File: src/rtl/pc_gen.sv
// Pre-IF program-counter generator: presents the fetch address and picks the next PC
// by trap > mret > branch > sequential, buffering redirects that arrive while IF stalls.
module pc_gen #(
  parameter int              XLEN        = 32,
  parameter logic [XLEN-1:0] RESET_VEC   = '0,
  parameter int              INST_BYTES  = 4,
  parameter bit              VECTORED_EN = 1'b1
) (
  input  logic            clk,
  input  logic            rst_n,
  input  logic            if_allow_in,
  input  logic            br_valid,
  input  logic [XLEN-1:0] br_target,
  input  logic            mret_valid,
  input  logic [XLEN-1:0] mepc,
  input  logic            trap_valid,
  input  logic            trap_is_irq,
  input  logic [4:0]      trap_cause,
  input  logic [XLEN-1:0] mtvec,
  output logic [XLEN-1:0] pc,
  output logic            pre_if_valid,
  output logic            fetch_misaligned,
  output logic            redirect_pending
);

  typedef enum logic [1:0] {BOOT, RUN, HOLD} state_t;

  state_t          state;
  logic [1:0]      pend_prio;
  logic [XLEN-1:0] pend_target;

  logic            req;
  logic [1:0]      win_prio;
  logic [XLEN-1:0] win_target;
  logic            take_new;

  // Vectored mode only applies to interrupts; MODE 2'b10/2'b11 fall back to direct.
  function automatic logic [XLEN-1:0] trap_target(input logic [XLEN-1:0] tvec,
                                                  input logic            is_irq,
                                                  input logic [4:0]      cause);
    logic [XLEN-1:0] base;
    base = {tvec[XLEN-1:2], 2'b00};
    if (VECTORED_EN && tvec[1:0] == 2'b01 && is_irq)
      trap_target = base + (XLEN'(cause) << 2);
    else
      trap_target = base;
  endfunction

  always_comb begin
    req        = trap_valid | mret_valid | br_valid;
    win_prio   = 2'd0;
    win_target = '0;
    if (trap_valid) begin
      win_prio   = 2'd3;
      win_target = trap_target(mtvec, trap_is_irq, trap_cause);
    end else if (mret_valid) begin
      win_prio   = 2'd2;
      win_target = mepc;
    end else if (br_valid) begin
      win_prio   = 2'd1;
      win_target = br_target;
    end
    take_new = req && (win_prio >= pend_prio);
  end

  always_ff @(posedge clk or negedge rst_n) begin
    if (!rst_n) begin
      state       <= BOOT;
      pc          <= RESET_VEC;
      pend_prio   <= 2'd0;
      pend_target <= '0;
    end else begin
      case (state)
        BOOT: state <= RUN;
        RUN: begin
          if (if_allow_in) begin
            pc <= req ? win_target : pc + XLEN'(INST_BYTES);
          end else if (req) begin
            pend_target <= win_target;
            pend_prio   <= win_prio;
            state       <= HOLD;
          end
        end
        HOLD: begin
          if (if_allow_in) begin
            pc        <= take_new ? win_target : pend_target;
            pend_prio <= 2'd0;
            state     <= RUN;
          end else if (take_new) begin
            pend_target <= win_target;
            pend_prio   <= win_prio;
          end
        end
        default: state <= BOOT;
      endcase
    end
  end

  // Outputs decode registered state only, so no input reaches an output combinationally.
  assign pre_if_valid     = (state == RUN);
  assign redirect_pending = (state == HOLD);
  assign fetch_misaligned = pre_if_valid && (pc[1:0] != 2'b00);

endmodule

File: config.mk
export PLATFORM = sky130hd
export DESIGN_NAME = pc_gen
export DESIGN_NICKNAME = d
export VERILOG_FILES = /design/src/rtl/pc_gen.sv
export SDC_FILE = /design/constraint.sdc
export NUM_CORES = 1
export LEC_CHECK = 0
export CAP_MARGIN = 20
export CORE_ASPECT_RATIO = 0.75
export CORE_MARGIN = 2
export CORE_UTILIZATION = 44
export CTS_CLUSTER_SIZE = 12
export DETAILED_ROUTE_END_ITERATION = 7
export PLACE_DENSITY_LB_ADDON = 0.3
export SLEW_MARGIN = 20
export SYNTH_ARGS = -nofsm -noshare
export SYNTH_HDL_FRONTEND = slang
export SYNTH_SLANG_ARGS = --single-unit
File: constraint.sdc
create_clock -name clk -period 6.09 [get_ports clk]
set_input_delay 1.218 -clock clk [delete_from_list [all_inputs] [get_ports clk]]
set_output_delay 1.218 -clock clk [all_outputs]
set_load 0.02 [all_outputs]
==> impl_metrics.ini, run 1 <==
[status]
outcome = completed

[yosys]
syn_inst = 636
synth-edff-count = 0
syn_area_mm2 = 0.005303
async_flop_share_pct = 100.0
avgSynthCellArea_um2 = 8.337
ys_types = 75
ys.warnings.count = 0
seq_area_frac_synth_pct = 32.09
synth-seq-cells = 68
synth_nets = 756
synth_ff_type = dfrtp_1

[critical_path]
critPathSlowestCell = a21oi_2
regToRegSetupSlack_ns = 3.08
crit_type = in2reg
rr_worst_depth = 9
critical_path.endpoint_type = flop
r2r_start = state[0]
critPathMaxStageDelay_ns = 0.83
cp-start-kind = primary input
crit_required_ns = 6.30
cp_max_fo = 17
crit_chain = clkdlybuf4s50_1 -> nor2b_2 -> nor2_1 -> ha_1 -> nand2b_1 -> a21boi_0 -> a21oi_2 -> mux2i_1 -> o211ai_2 -> a221o_1
r2r_end = pend_target[9]
worstPathArrival_ns = 4.30

[routing]
vias = 5915
wire_per_inst_um = 20.47
drt_iter0_markers = 739
viasPerCell = 6.395
drt-total-wl_mm = 18.94
drc = 0
first_pass_iters = 6
ant_nets = 0

[pwr]
power.switching_uw = 1149
p_clk_share_pct = 21.3
max-vdd-ir-drop_v = 0.0002230
internal-power_uw = 1630
total_power_uw = 2779
switching_share_pct = 41.34
power_density_mw_per_mm2 = 387.3
pwr-share-seq_pct = 32.4
leakage_uw = 0.002832
p_comb_share_pct = 46.3

[global_route]
grt_start_max_net_pins = 69
grt_pass1_vias = 5393
antenna_found_initial = 0
grt_pass1_wl_mm = 29.46
grt_use_total_pct = 29.45
gr-total-overflow = 0

[floorplan]
rows = 34
core_mm2 = 0.01166
floorplan.initialDensity_pct = 45.49
die_h_um = 99.07
dieArea_mm2 = 0.01295
chipWidth_um = 130.8
io-pin-count = 143

[worst_hold_path]
worstHoldStart = pend_target[8]
min_path_type = reg2reg
min_delay_path_depth = 2
hold_end = pend_target[8]

[sta]
worst_slack_ns = 2.001
clock_skew_ns = 0.004874
relSlewSlack_pct = 31.52
final-hold-violation-count = 0
worstMarginPinSlew_ns = 1.027
maxSlewViolCount = 0
fin_crit_ns = 4.089
rsz0062_at_grt = no
setup-violations-final = 0
clock.fmax_mhz = 244.6
setup-tns-final_ns = 0
period_share_pct = 67.14

[clocking]
cts_buffers = 9
cts_tree = yes
cts_resized = 0
cts_setup_buffers = 0
holdBufCountCts = 0
clk_path_buf_depth = 2
cts.htree.levels = 3
clock_latency_ns = 0.33
clkTransAtPathRegs_ns = 0.06
cts_root_buffer = clkbuf_16
numClockSinks = 68

[cells_and_area]
layout_common_cells = 140 x clkdlybuf4s50_1, 68 x dfrtp_1, 64 x nand2_1
antenna_cells = 0
final_nets = 878
final_area_mm2 = 0.007174
fillers = 1013
final_core_utilization_pct = 61.55
area_delta_synth_final_pct = 35.30
layout.cells.most_common = clkdlybuf4s50_1
drive_gt1_share_pct = 8.781

[place]
place_area_mm2 = 0.006838
dp_worst_setup_slack_ns = 1.721
place_hpwl_mm = 14.32
gp_congestion = 0.9436
port_buffers = 142

[flow_run]
drv_cap = 0
synthesized netlist by cell type, types with 13 or more instances:
cell	count	area share [%]
dfrtp_1	68	32
nand2_1	64	4.5
nor2_1	44	3.1
o21ai_0	44	4.2
clkbuf_1	32	2.3
a21oi_1	31	2.9
a221oi_1	21	3.5
nand3_1	21	2.0
nor3_1	18	1.7
inv_1	17	1.2
mux2_2	14	3.0
nand4_1	14	1.7
a31oi_1	13	1.5
stage by stage:
step | hold slack, ns | std cells
floorplan | 0.4461 | 636
global placement | 0.4608 | 909
detailed placement | 0.4670 | 909
CTS | 0.4825 | 925
global route | 0.5076 | 925
finish | 0.4810 | 925
critical path, delay by kind of cell:
family | cells | cell delay (ns)
buf+inv | 1 | 0.55
compound gates | 4 | 1.57
fa+ha+maj | 1 | 0.27
mux | 1 | 0.30
simple gates | 3 | 0.39
area by class of cell:
type,instances,area (um^2),area share [%]
Clock buffer,12,266.5,3.715
Clock inverter,4,70.07,0.9766
Tap cell,162,202.7,2.825
Inverter,18,67.56,0.9418
Timing Repair Buffer,155,1509,21.03
Sequential cell,68,1702,23.72
Multi-Input combinational cell,506,3357,46.79
cell families (layout without fill, tap and decap cells):
group / after synthesis / count (layout) / synth area share, %
AO/OA/AOI/OAI: 217 / 217 / 29.14
XOR/XNOR: 18 / 18 / 2.973
adder cells (fa/ha/maj): 12 / 12 / 2.973
buffers and inverters: 62 / 189 / 4.719
flip-flops: 68 / 68 / 32.09
multiplexers: 24 / 24 / 4.861
AND/OR/NAND/NOR: 235 / 235 / 23.24
per-layer routing:
layer / routed length (um) / global-route usage [%] / vias up
met2: 7908 / 41.87 / 399
met5: 0 / 0 / -
met3: 2435 / 7.980 / 26
met1: 8373 / 44.89 / 2798
li1: - / - / 2692
met4: 221 / 5.565 / 0
flip-flops by register name (all words and copies together) (netlist names):
name	flops
pc	32
pend_target	32
pend_prio	2
state	2
power by group through the flow:
stage	clock [uW]	sequential, uW	combinational, uW
final	592	900	1290
after global routing	614	928	1400
after CTS	593	890	1270
after detailed placement	0	896	1270
after global placement	0	883	1240
after floorplan	0	939	672
worst max path at each step:
stage	depth (start not counted)	endpoint	startpoint	slack, ns
finish	10	pc[26]	br_valid	2.00
global route	10	pend_target[18]	br_valid	1.83
CTS	10	pc[26]	br_valid	2.05
detailed placement	10	pc[26]	br_valid	1.72
global placement	10	pc[26]	br_valid	1.86
floorplan	13	pend_target[19]	mret_valid	1.89
Note: power is estimated with default switching activity, not from simulation.
==> inputs of run 2 (changes only) <==
clock period = 3.99 ns   (was 6.09 ns; I/O delays follow)
==> run 2 against run 1 <==
Compared with the run above: hold slack lost 0.053 ns; combinational power rose by 55%; count of clock-buffer cells in the layout rose by 1; clock skew increased by 0.0042 ns; critical endpoint is now pc[28]; largest cell class unchanged.
==> impl_metrics.ini, run 2 (synthesis results as in run 1) <==
[critical_path]
cp-start-kind = primary input
cp_max_fo = 7
critical_path.endpoint_type = flop
crit_type = in2reg
r2r_end = pc[28]
rr_worst_depth = 8
regToRegSetupSlack_ns = 1.09
r2r_start = state[0]
crit_required_ns = 4.14
worstPathArrival_ns = 3.72

[global_route]
grt_pass1_wl_mm = 29.93
grt.busiest_layer = met1
antenna_found_initial = 0
gr-total-overflow = 0
grt_start_max_net_pins = 49
grt_pass1_vias = 5496
grt_use_total_pct = 30.01
grt_use_met2_pct = 43.95
use_met1_pct = 44.32
globalRouteMet3Util_pct = 9.121

[sta]
fin_crit_ns = 3.566
worstMarginPinSlew_ns = 1.065
setup-tns-final_ns = 0
period_share_pct = 89.38
setup-violations-final = 0
rsz0062_at_grt = no
clock_skew_ns = 0.009032
final-hold-violation-count = 0
relSlewSlack_pct = 28.96
worst_slack_ns = 0.4238
clock.fmax_mhz = 280.4
maxSlewViolCount = 0

[clocking]
holdBufCountCts = 0
cts_root_buffer = clkbuf_16
clk_path_buf_depth = 2
cts_resized = 0
clkTransAtPathRegs_ns = 0.05
cts_tree = yes
cts_setup_buffers = 0
numClockSinks = 68
clock_latency_ns = 0.34
cts.htree.levels = 3
cts_buffers = 9

[pwr]
leakage_uw = 0.002838
power_density_mw_per_mm2 = 575.1
max-vdd-ir-drop_v = 0.0003065

[floorplan]
dieArea_mm2 = 0.01295
chipWidth_um = 130.8
die_h_um = 99.07
floorplan.initialDensity_pct = 45.49
rows = 34
core_mm2 = 0.01166
io-pin-count = 143

[place]
gp_congestion = 0.9462
port_buffers = 142
place_hpwl_mm = 14.75
dp_worst_setup_slack_ns = 0.1884

[cells_and_area]
antenna_cells = 0
layout.cells.most_common = clkdlybuf4s50_1
drive_gt1_share_pct = 9.351
area_delta_synth_final_pct = 35.18
final_nets = 886
layout_common_cells = 140 x clkdlybuf4s50_1, 68 x dfrtp_1, 64 x nand2_1
top_regs = pc (32), pend_target (32)
fillers = 1011

[routing]
wire_per_inst_um = 20.64
vias = 6007
drt-total-wl_mm = 19.24
drt_iter0_markers = 734
ant_nets = 0
viasPerCell = 6.445
first_pass_iters = 6
drc = 0

[worst_hold_path]
min_path_type = in2async

[status]
outcome = completed

[flow_run]
drv_cap = 0
==> run 2: changes by cell type in the layout (fill, tap and decap cells not counted), sizes merged <==
cell	delta
buf	+8
bufinv	-2
clkbuf	+1
==> run 2: metal layers <==
layer	up-vias	share of wire [%]
li1	2707	-
met1	2831	43
met2	438	43
met3	31	13
met4	0	1.1
met5	-	0
==> run 2: critical path: stages <==
cell	delay, ns
clkdlybuf4s50_1	0.44
ha_1	0.22
fa_1	0.43
a211oi_1	0.41
o21bai_1	0.29
nand2b_1	0.22
nor3_1	0.08
a311oi_1	0.63
o211ai_1	0.19
==> run 2: per-stage QoR <==
step | instances | area, um^2 | util, % | hold slack [ns] | power [uW]
2_1_floorplan | 636 | 5303 | - | 0.4461 | 2460
3_3_place_gp | 917 | 6898 | 59.18 | 0.4589 | 3269
3_5_place_dp | 917 | 6898 | 59.18 | 0.4719 | 3337
4_1_cts | 932 | 7168 | 61.50 | 0.4392 | 4081
5_1_grt | 932 | 7168 | 61.50 | 0.4583 | 4362
6_report | 932 | 7168 | 61.50 | 0.4284 | 4122
==> run 2: worst max path at each step <==
stage                           from         endpoint  slack [ns]  cells after the start
after detailed placement    mtvec[2]           pc[28]        0.19                      9
after floorplan           mret_valid  pend_target[19]        0.21                     13
after global routing        mtvec[2]           pc[28]        0.29                      9
final                       mtvec[2]           pc[28]        0.42                      9
after global placement      mtvec[2]           pc[28]        0.30                      9
after CTS                   mtvec[2]           pc[28]        0.53                      9
==> run 2: final cells by class <==
type,count,area [um^2],area share [%]
clock buffer,13,260.3,3.631
timing repair buffer,163,1569,21.89
tap,162,202.7,2.828
sequential,68,1702,23.74
multi-input combinational,506,3357,46.83
clock inverter,2,10.01,0.1396
inverter,18,67.56,0.9426
==> run 2: power by group <==
group	internal, uW	switching (uW)
registers	1020	361
clock network	449	292
logic	898	1100
